$ cat src/rtl/imm_gen_pipe.sv
// RISC-V immediate generator behind a two-entry (output + skid) valid/ready buffer.
// Optional SHAMT/ZIMM decode is compiled in when IMM_GEN_EXT_IMM_EN is defined.
module imm_gen_pipe #(
  parameter int unsigned XLEN  = 32,
  parameter int unsigned TAG_W = 5
) (
  input  logic             clk,
  input  logic             rst,
  input  logic             flush,
  input  logic             in_valid,
  output logic             in_ready,
  input  logic [31:0]      inst,
  input  logic [2:0]       imm_sel,
  input  logic [TAG_W-1:0] in_tag,
  output logic             out_valid,
  input  logic             out_ready,
  output logic [XLEN-1:0]  imm,
  output logic [TAG_W-1:0] out_tag
);

  typedef enum logic [1:0] {
    EMPTY = 2'd0,
    ONE   = 2'd1,
    FULL  = 2'd2
  } state_e;

  localparam logic [2:0] SEL_R     = 3'd0;
  localparam logic [2:0] SEL_I     = 3'd1;
  localparam logic [2:0] SEL_S     = 3'd2;
  localparam logic [2:0] SEL_B     = 3'd3;
  localparam logic [2:0] SEL_J     = 3'd4;
  localparam logic [2:0] SEL_U     = 3'd5;
`ifdef IMM_GEN_EXT_IMM_EN
  localparam logic [2:0] SEL_SHAMT = 3'd6;
  localparam logic [2:0] SEL_ZIMM  = 3'd7;
`endif

  state_e             state_q, state_d;
  logic               in_ready_q, in_ready_d;
  logic               out_valid_q, out_valid_d;
  logic [XLEN-1:0]    imm_q, imm_d, skid_imm_q, skid_imm_d;
  logic [TAG_W-1:0]   tag_q, tag_d, skid_tag_q, skid_tag_d;
  logic [XLEN-1:0]    dec_imm_c;
  logic               accept_c, pop_c;

  // Signed views of each format; a sized cast of a signed value sign-extends from inst[31].
  logic signed [11:0] i_imm_c, s_imm_c;
  logic signed [12:0] b_imm_c;
  logic signed [20:0] j_imm_c;
  logic signed [31:0] u_imm_c;
  logic               unused_c;

  assign i_imm_c  = inst[31:20];
  assign s_imm_c  = {inst[31:25], inst[11:7]};
  assign b_imm_c  = {inst[31], inst[7], inst[30:25], inst[11:8], 1'b0};
  assign j_imm_c  = {inst[31], inst[19:12], inst[20], inst[30:21], 1'b0};
  assign u_imm_c  = {inst[31:12], 12'b0};
  assign unused_c = ^inst[6:0];

`ifdef IMM_GEN_EXT_IMM_EN
  logic [5:0] shamt_c;
  assign shamt_c = (XLEN == 64) ? inst[25:20] : {1'b0, inst[24:20]};
`endif

  // Format decode
  always_comb begin
    dec_imm_c = '0;
    case (imm_sel)
      SEL_R:     dec_imm_c = '0;
      SEL_I:     dec_imm_c = XLEN'(i_imm_c);
      SEL_S:     dec_imm_c = XLEN'(s_imm_c);
      SEL_B:     dec_imm_c = XLEN'(b_imm_c);
      SEL_J:     dec_imm_c = XLEN'(j_imm_c);
      SEL_U:     dec_imm_c = XLEN'(u_imm_c);
`ifdef IMM_GEN_EXT_IMM_EN
      SEL_SHAMT: dec_imm_c = XLEN'(shamt_c);
      SEL_ZIMM:  dec_imm_c = XLEN'(inst[19:15]);
`endif
      default:   dec_imm_c = '0;
    endcase
  end

  assign accept_c = in_valid & in_ready_q;
  assign pop_c    = out_valid_q & out_ready;

  // Buffer next-state; FULL never accepts because in_ready_q is low there
  always_comb begin
    state_d    = state_q;
    imm_d      = imm_q;
    tag_d      = tag_q;
    skid_imm_d = skid_imm_q;
    skid_tag_d = skid_tag_q;
    case (state_q)
      EMPTY: begin
        if (accept_c) begin
          imm_d   = dec_imm_c;
          tag_d   = in_tag;
          state_d = ONE;
        end
      end
      ONE: begin
        if (accept_c && pop_c) begin
          imm_d = dec_imm_c;
          tag_d = in_tag;
        end else if (accept_c) begin
          skid_imm_d = dec_imm_c;
          skid_tag_d = in_tag;
          state_d    = FULL;
        end else if (pop_c) begin
          state_d = EMPTY;
        end
      end
      FULL: begin
        if (pop_c) begin
          imm_d   = skid_imm_q;
          tag_d   = skid_tag_q;
          state_d = ONE;
        end
      end
      default: state_d = EMPTY;
    endcase
    if (flush) state_d = EMPTY;
    in_ready_d  = (state_d != FULL);
    out_valid_d = (state_d != EMPTY);
  end

  always_ff @(posedge clk) begin
    if (rst) begin
      state_q     <= EMPTY;
      in_ready_q  <= 1'b1;
      out_valid_q <= 1'b0;
      imm_q       <= '0;
      tag_q       <= '0;
      skid_imm_q  <= '0;
      skid_tag_q  <= '0;
    end else begin
      state_q     <= state_d;
      in_ready_q  <= in_ready_d;
      out_valid_q <= out_valid_d;
      imm_q       <= imm_d;
      tag_q       <= tag_d;
      skid_imm_q  <= skid_imm_d;
      skid_tag_q  <= skid_tag_d;
    end
  end

  assign in_ready  = in_ready_q;
  assign out_valid = out_valid_q;
  assign imm       = imm_q;
  assign out_tag   = tag_q;

endmodule
$ cat config.mk
export PLATFORM = sky130hd
export DESIGN_NAME = imm_gen_pipe
export DESIGN_NICKNAME = d
export VERILOG_FILES = /design/src/rtl/imm_gen_pipe.sv
export SDC_FILE = /design/constraint.sdc
export NUM_CORES = 1
export LEC_CHECK = 0
export CORE_AREA = 3 3 85 87
export DETAILED_ROUTE_END_ITERATION = 10
export DIE_AREA = 0 0 88 90
export DONT_BUFFER_PORTS = 1
export GPL_TIMING_DRIVEN = 0
export PLACE_DENSITY = 0.72
export SLEW_MARGIN = 10
export SYNTH_ARGS = -nofsm -noshare
export SYNTH_HDL_FRONTEND = slang
export SYNTH_SLANG_ARGS = --single-unit
$ cat constraint.sdc
create_clock -name clk -period 2.2 [get_ports clk]
set_clock_uncertainty 0.2 [all_clocks]
set_input_delay 0.44 -clock clk [delete_from_list [all_inputs] [get_ports clk]]
set_output_delay 0.44 -clock clk [all_outputs]
set_load 0.1 [all_outputs]
==> results.cfg, run 1 <==
[sta]
finalHoldViolations = 0
maxSlewViolCount = 0
max_slew.worst_pin.slew_ns = 1.013
max_freq_mhz = 473.6
whs_ns = 0.01676
slew_headroom_pct = 32.34
period_share_pct = 95.97
fin_tns_setup_ns = 0
fin_crit_ns = 2.111
setup_viol = 0
rsz0062_at_grt = no

[cells_and_area]
nFillCells = 579
multi_input_area_um2 = 1804
post-route-util_pct = 61.15
syn2layout_area_growth_pct = 9.640
drive_gt1_share_pct = 10.29
register_area_um2 = 1569
finalNetCount = 487
diodes = 0

[critical_path]
cp.required_ns = 2.21
reg2reg_slack_ns = 0.09
path_cells = and3b_1, buf_2, nand2_1, buf_2, nor4_1, nor3_1
critPathMaxFanout = 10
cp_top_family = simple AND/OR/NAND/NOR gates
reg2reg_to = skid_imm_q[27]
max_stage_delay_ns = 0.54
cp_slowest_cell = dfxtp_4
path_class = reg2reg
r2r_start = in_ready
reg2reg_depth = 6
startpoint = in_ready
path_buf_inv = 2
worstPathArrival_ns = 2.13
crit_top_cell = buf_2
critPathLaunchType = register
cp-end-kind = register

[routing]
wl_mm = 10.23
avgRoutedWirePerCell_um = 19.52
top_layer = met4
routed-wl-met3_mm = 1.105
met2WireLength_mm = 4.572
drt-met1-wl_mm = 4.158
drt-vias-per-instance = 6.414
vias = 3361
first_pass_iters = 7
ant_nets = 0
drc_errors = 0
drtIter0Drc = 258

[place]
io_buffers = 0
dp_hpwl_mm = 7.229
gp_congestion = 0.8656

[logic_synthesis]
synth_cells = 431
netlist_area_um2 = 3582
async_flop_share_pct = 0
ys.flop_type = dfxtp_1
yosysWarnings = 0
synth_area_per_cell_um2 = 8.311
yosys_register_bits = 78
ys_seq_area_share_pct = 43.59
synth_nets = 476
synth_edf_count = 0
yosysUniqueCellTypes = 44

[clocking]
clock_latency_ns = 0.35
cts_buffers = 9
cts.reportedPaths.clkPinSlew_ns = 0.08
cts_buffer_depth = 2
cts_setup_buffers = 0
htree_levels = 3
cts_sinks = 78
root_buffer = clkbuf_8
cts_tree = done

[worst_hold_path]
hold_depth = 2
min_to = skid_tag_q[0]
min_from = in_tag[0]
hold_path_class = in2reg

[global_routing]
grt_pass1_vias = 3123
track_usage_pct = 26.48
antenna_found_initial = 0
grt_max_degree = 13
grt_first_pass_wirelength_mm = 16.38
overflow = 0

[floorplanning]
start_util_pct = 55.78
die_x_um = 88
die_h_um = 90
io_pins = 84
core_area_um2 = 6422
die-area_um2 = 7920
row_count = 29

[power_and_ir_drop]
p_leak_nw = 1.486
ir_worst_vdd_mv = 0.4742
p_per_area_nw_per_um2 = 885.6
finalPower_mw = 3.478

[run_status]
status = complete, no violations

[job]
maxCapViolCount = 0
-- logic make-up (layout without fill, tap and decap cells) --
family	after synthesis	after routing	share of synthesized area (%)
XOR/XNOR	1	1	0.2445
buffers and inverters	47	63	6.043
AO/OA/AOI/OAI	87	87	18.02
flip-flops	78	78	43.59
multiplexers	10	10	2.794
AND/OR/NAND/NOR	208	208	29.31
-- Yosys cell counts, drive strengths merged, types with 3 or more instances --
library cell / n / area (um^2)
a211o: 4 / 35.03
a211oi: 7 / 57.55
a21oi: 24 / 120.1
a221oi: 6 / 52.55
a311oi: 5 / 43.79
a32oi: 4 / 35.03
and3: 10 / 62.56
buf: 23 / 123.9
clkbuf: 21 / 81.33
dfxtp: 78 / 1562
inv: 3 / 11.26
mux2i: 10 / 100.1
nand2: 39 / 146.4
nand2b: 6 / 37.54
nand3: 6 / 30.03
nand3b: 20 / 150.1
nor2: 63 / 236.5
nor3: 33 / 175.2
nor4: 21 / 131.4
o21ai: 8 / 40.04
o2bb2ai: 8 / 70.07
o41ai: 10 / 87.58
-- cells in the final DEF, fill, tap and decap left out, drive strengths merged, types with 2 or more instances in the layout --
cell | netlist | routed
o21a | 2 | 2
or4bb | 2 | 2
and3b | 2 | 2
o41ai | 10 | 10
nand2 | 39 | 39
inv | 3 | 3
a211oi | 7 | 7
clkbuf | 21 | 33
nor2 | 63 | 63
o211ai | 2 | 2
nand2b | 6 | 6
a221oi | 6 | 6
nand3 | 6 | 6
a21oi | 24 | 24
and2 | 2 | 2
a311oi | 5 | 5
nor3 | 33 | 33
a211o | 4 | 4
and3 | 10 | 10
nand3b | 20 | 20
o21ai | 8 | 8
bufinv | 0 | 3
nor2b | 2 | 2
nor4 | 21 | 21
a32oi | 4 | 4
o2bb2ai | 8 | 8
dfxtp | 78 | 78
buf | 23 | 22
mux2i | 10 | 10
-- how the worst max path moves through the flow --
stage / endpoint / cells past startpoint
finish: skid_imm_q[27] / 6
CTS: out_tag[4] / 6
global placement: out_tag[1] / 6
global route: out_tag[4] / 5
floorplan: out_tag[0] / 6
detailed placement: out_tag[4] / 6
-- layout make-up --
class	count	share of cell area [%]
Buffer	43	5.256
Clock buffer	12	3.441
Clock inverter	4	2.421
Inverter	3	0.2867
Multi-Input combinational cell	306	45.94
Sequential cell	78	39.95
Tap cell	77	2.453
Timing Repair Buffer	1	0.2549
-- power by group --
group / leakage (nW) / internal (mW) / switching [mW]
registers: 0.637 / 1.48 / 0.390
clock network: 0.115 / 0.754 / 0.506
logic: 0.735 / 0.131 / 0.217
total: 1.49 / 2.36 / 1.11
-- state kept, by name (all words and copies together) (netlist names) --
name	flops
imm	32
out_tag	5
state_q	2
skid_imm_q	32
skid_tag_q	5
out_valid	1
in_ready	1
-- routing by layer --
| metal | global-route usage (%) | vias to the layer above |
|---|---|---|
| met2 | 40.26 | 179 |
| met5 | 0 | - |
| met1 | 33.83 | 1568 |
| li1 | - | 1582 |
| met3 | 9.781 | 32 |
| met4 | 10.10 | 0 |
-- metrics by stage --
step	instance area [um^2]	std cells	setup slack (ns)
after floorplan	3585	431	0.1866
after global placement	3681	508	-0.1233
after detailed placement	3681	508	-0.1653
after CTS	3930	525	0.05705
after global routing	3928	524	0.02402
final	3928	524	0.08861
-- what timing repair did --
item | CTS | global route
hold buffers | 1 | 0
resized for setup | 4 | 1
endpoints found under the hold margin | 4 | 0
endpoints found under the setup margin | 24 | 9
Note: power is estimated with default switching activity, not from simulation.
==> run 2: changes to the inputs <==
CORE_AREA = 3 3 78 95   (was 3 3 85 87)
DIE_AREA = 0 0 81 98   (was 0 0 88 90)
==> results.cfg, run 2 (synthesized netlist as in run 1, its figures left out) <==
[run_status]
status = complete, no violations

[critical_path]
critPathLaunchType = register
worstPathArrival_ns = 2.11
critPathMaxFanout = 10
cp.required_ns = 2.22
cp_top_family = simple AND/OR/NAND/NOR gates
path_depth = 6
cp_slowest_cell = dfxtp_4
cp-end-kind = register
max_stage_delay_ns = 0.54
path_buf_inv = 2
path_cells = and3b_1, buf_2, nand2_1, buf_2, nor4_1, nor3_1
reg2reg_depth = 6
path_class = reg2reg
crit_top_cell = buf_2

[global_routing]
grt_pass1_vias = 3160
grt_first_pass_wirelength_mm = 15.78
track_usage_pct = 25.68
antenna_found_initial = 0
gr-usage-met1_pct = 30.03
grt_max_degree = 14
use_met2_pct = 42.82
grt_busiest_layer = met2
grtUsageMet3_pct = 8.026
overflow = 0

[routing]
first_pass_iters = 7
drc_errors = 0
avgRoutedWirePerCell_um = 18.95
drtIter0Drc = 214
wl_mm = 10.08
vias = 3284
ant_nets = 0
drt-vias-per-instance = 6.173

[sta]
finalHoldViolations = 0
max_freq_mhz = 479.3
slew_headroom_pct = 32.93
fin_tns_setup_ns = 0
setup_viol = 0
whs_ns = 0.002073
max_slew.worst_pin.slew_ns = 1.005
rsz0062_at_grt = no
maxSlewViolCount = 0
period_share_pct = 94.83
fin_crit_ns = 2.086

[floorplanning]
die_x_um = 81
io_pins = 84
row_count = 32
core_area_um2 = 6486
start_util_pct = 55.23
die_h_um = 98
die-area_um2 = 7938

[cells_and_area]
finalNetCount = 487
final_cells = 532
post-route-util_pct = 60.59
layout_commonest_cell = dfxtp_1
diodes = 0
syn2layout_area_growth_pct = 9.710
drive_gt1_share_pct = 10.96
final_cell_mix = dfxtp_1 (76), nor2_1 (63), nand2_1 (39)

[clocking]
cts_sinks = 78
cts_buffers = 9
clock_latency_ns = 0.36
root_buffer = clkbuf_8
htree_levels = 3
cts_tree = done
cts_buffer_depth = 2
cts_setup_buffers = 0
cts.reportedPaths.clkPinSlew_ns = 0.09

[place]
gp_congestion = 0.8985
dp_hpwl_mm = 7.340
io_buffers = 0
place_inst = 516

[power_and_ir_drop]
intPower_mw = 2.276
p_clk_share_pct = 35.5
p_per_area_nw_per_um2 = 873.3
p_sw_mw = 1.156
p_leak_nw = 1.480
sw_frac_of_total_pct = 33.68
pwr-share-comb_pct = 10.1
finalPower_mw = 3.432
ir_worst_vdd_mv = 0.4628
seqPwrFrac_pct = 54.4

[worst_hold_path]
hold_depth = 2
hold_path_class = in2reg

[job]
maxCapViolCount = 0
-- run 2: changes by cell type in the layout (fill, tap and decap cells not counted), sizes merged --
cell      change
clkbuf        -2
clkinvlp      +2
bufinv        -1
clkinv        +1
-- run 2: path summary, 6_finish.rpt --
check | start | slack (ns) | end
worst max-delay path | in_ready | 0.11 | skid_imm_q[26]
worst min-delay path | in_tag[0] | 0.002 | skid_tag_q[0]
worst max register to register | in_ready | 0.11 | skid_imm_q[26]
worst min register to register | skid_imm_q[10] | 0.25 | skid_imm_q[10]
-- run 2: power by group through the flow --
stage / combinational, mW / clock, mW / sequential, mW
after detailed placement: 0.339 / 0 / 1.90
final: 0.346 / 1.22 / 1.87
after floorplan: 0.263 / 0 / 1.89
after CTS: 0.344 / 1.22 / 1.87
after global placement: 0.331 / 0 / 1.90
after global routing: 0.383 / 1.27 / 1.88
-- run 2: layout make-up --
class	count	area [um^2]
clock inverters	6	85.08
multi-input cells	306	1804
flip-flops and latches	78	1569
plain buffers	43	206.4
inverters	3	11.26
well taps	85	106.4
clock buffers	10	137.6
fillers	606	2556
repair buffers	1	10.01
-- run 2: layer usage --
metal  wire length [um]  up-vias
li1                   -     1576
met1               3985     1559
met2               4897      125
met3                920       24
met4                279        0
met5                  0        -
-- run 2: timing repair --
action,CTS,global route
endpoints found under the hold margin,4,0
hold buffers,1,0
resized for setup,3,3
setup endpoints to repair,21,15
-- run 2: metrics by stage --
stage	setup WS (ns)	area, um^2
after floorplan	0.1866	3585
after global placement	-0.07356	3691
after detailed placement	-0.1626	3691
after CTS	0.01904	3931
after global routing	0.003480	3930
final	0.1137	3930
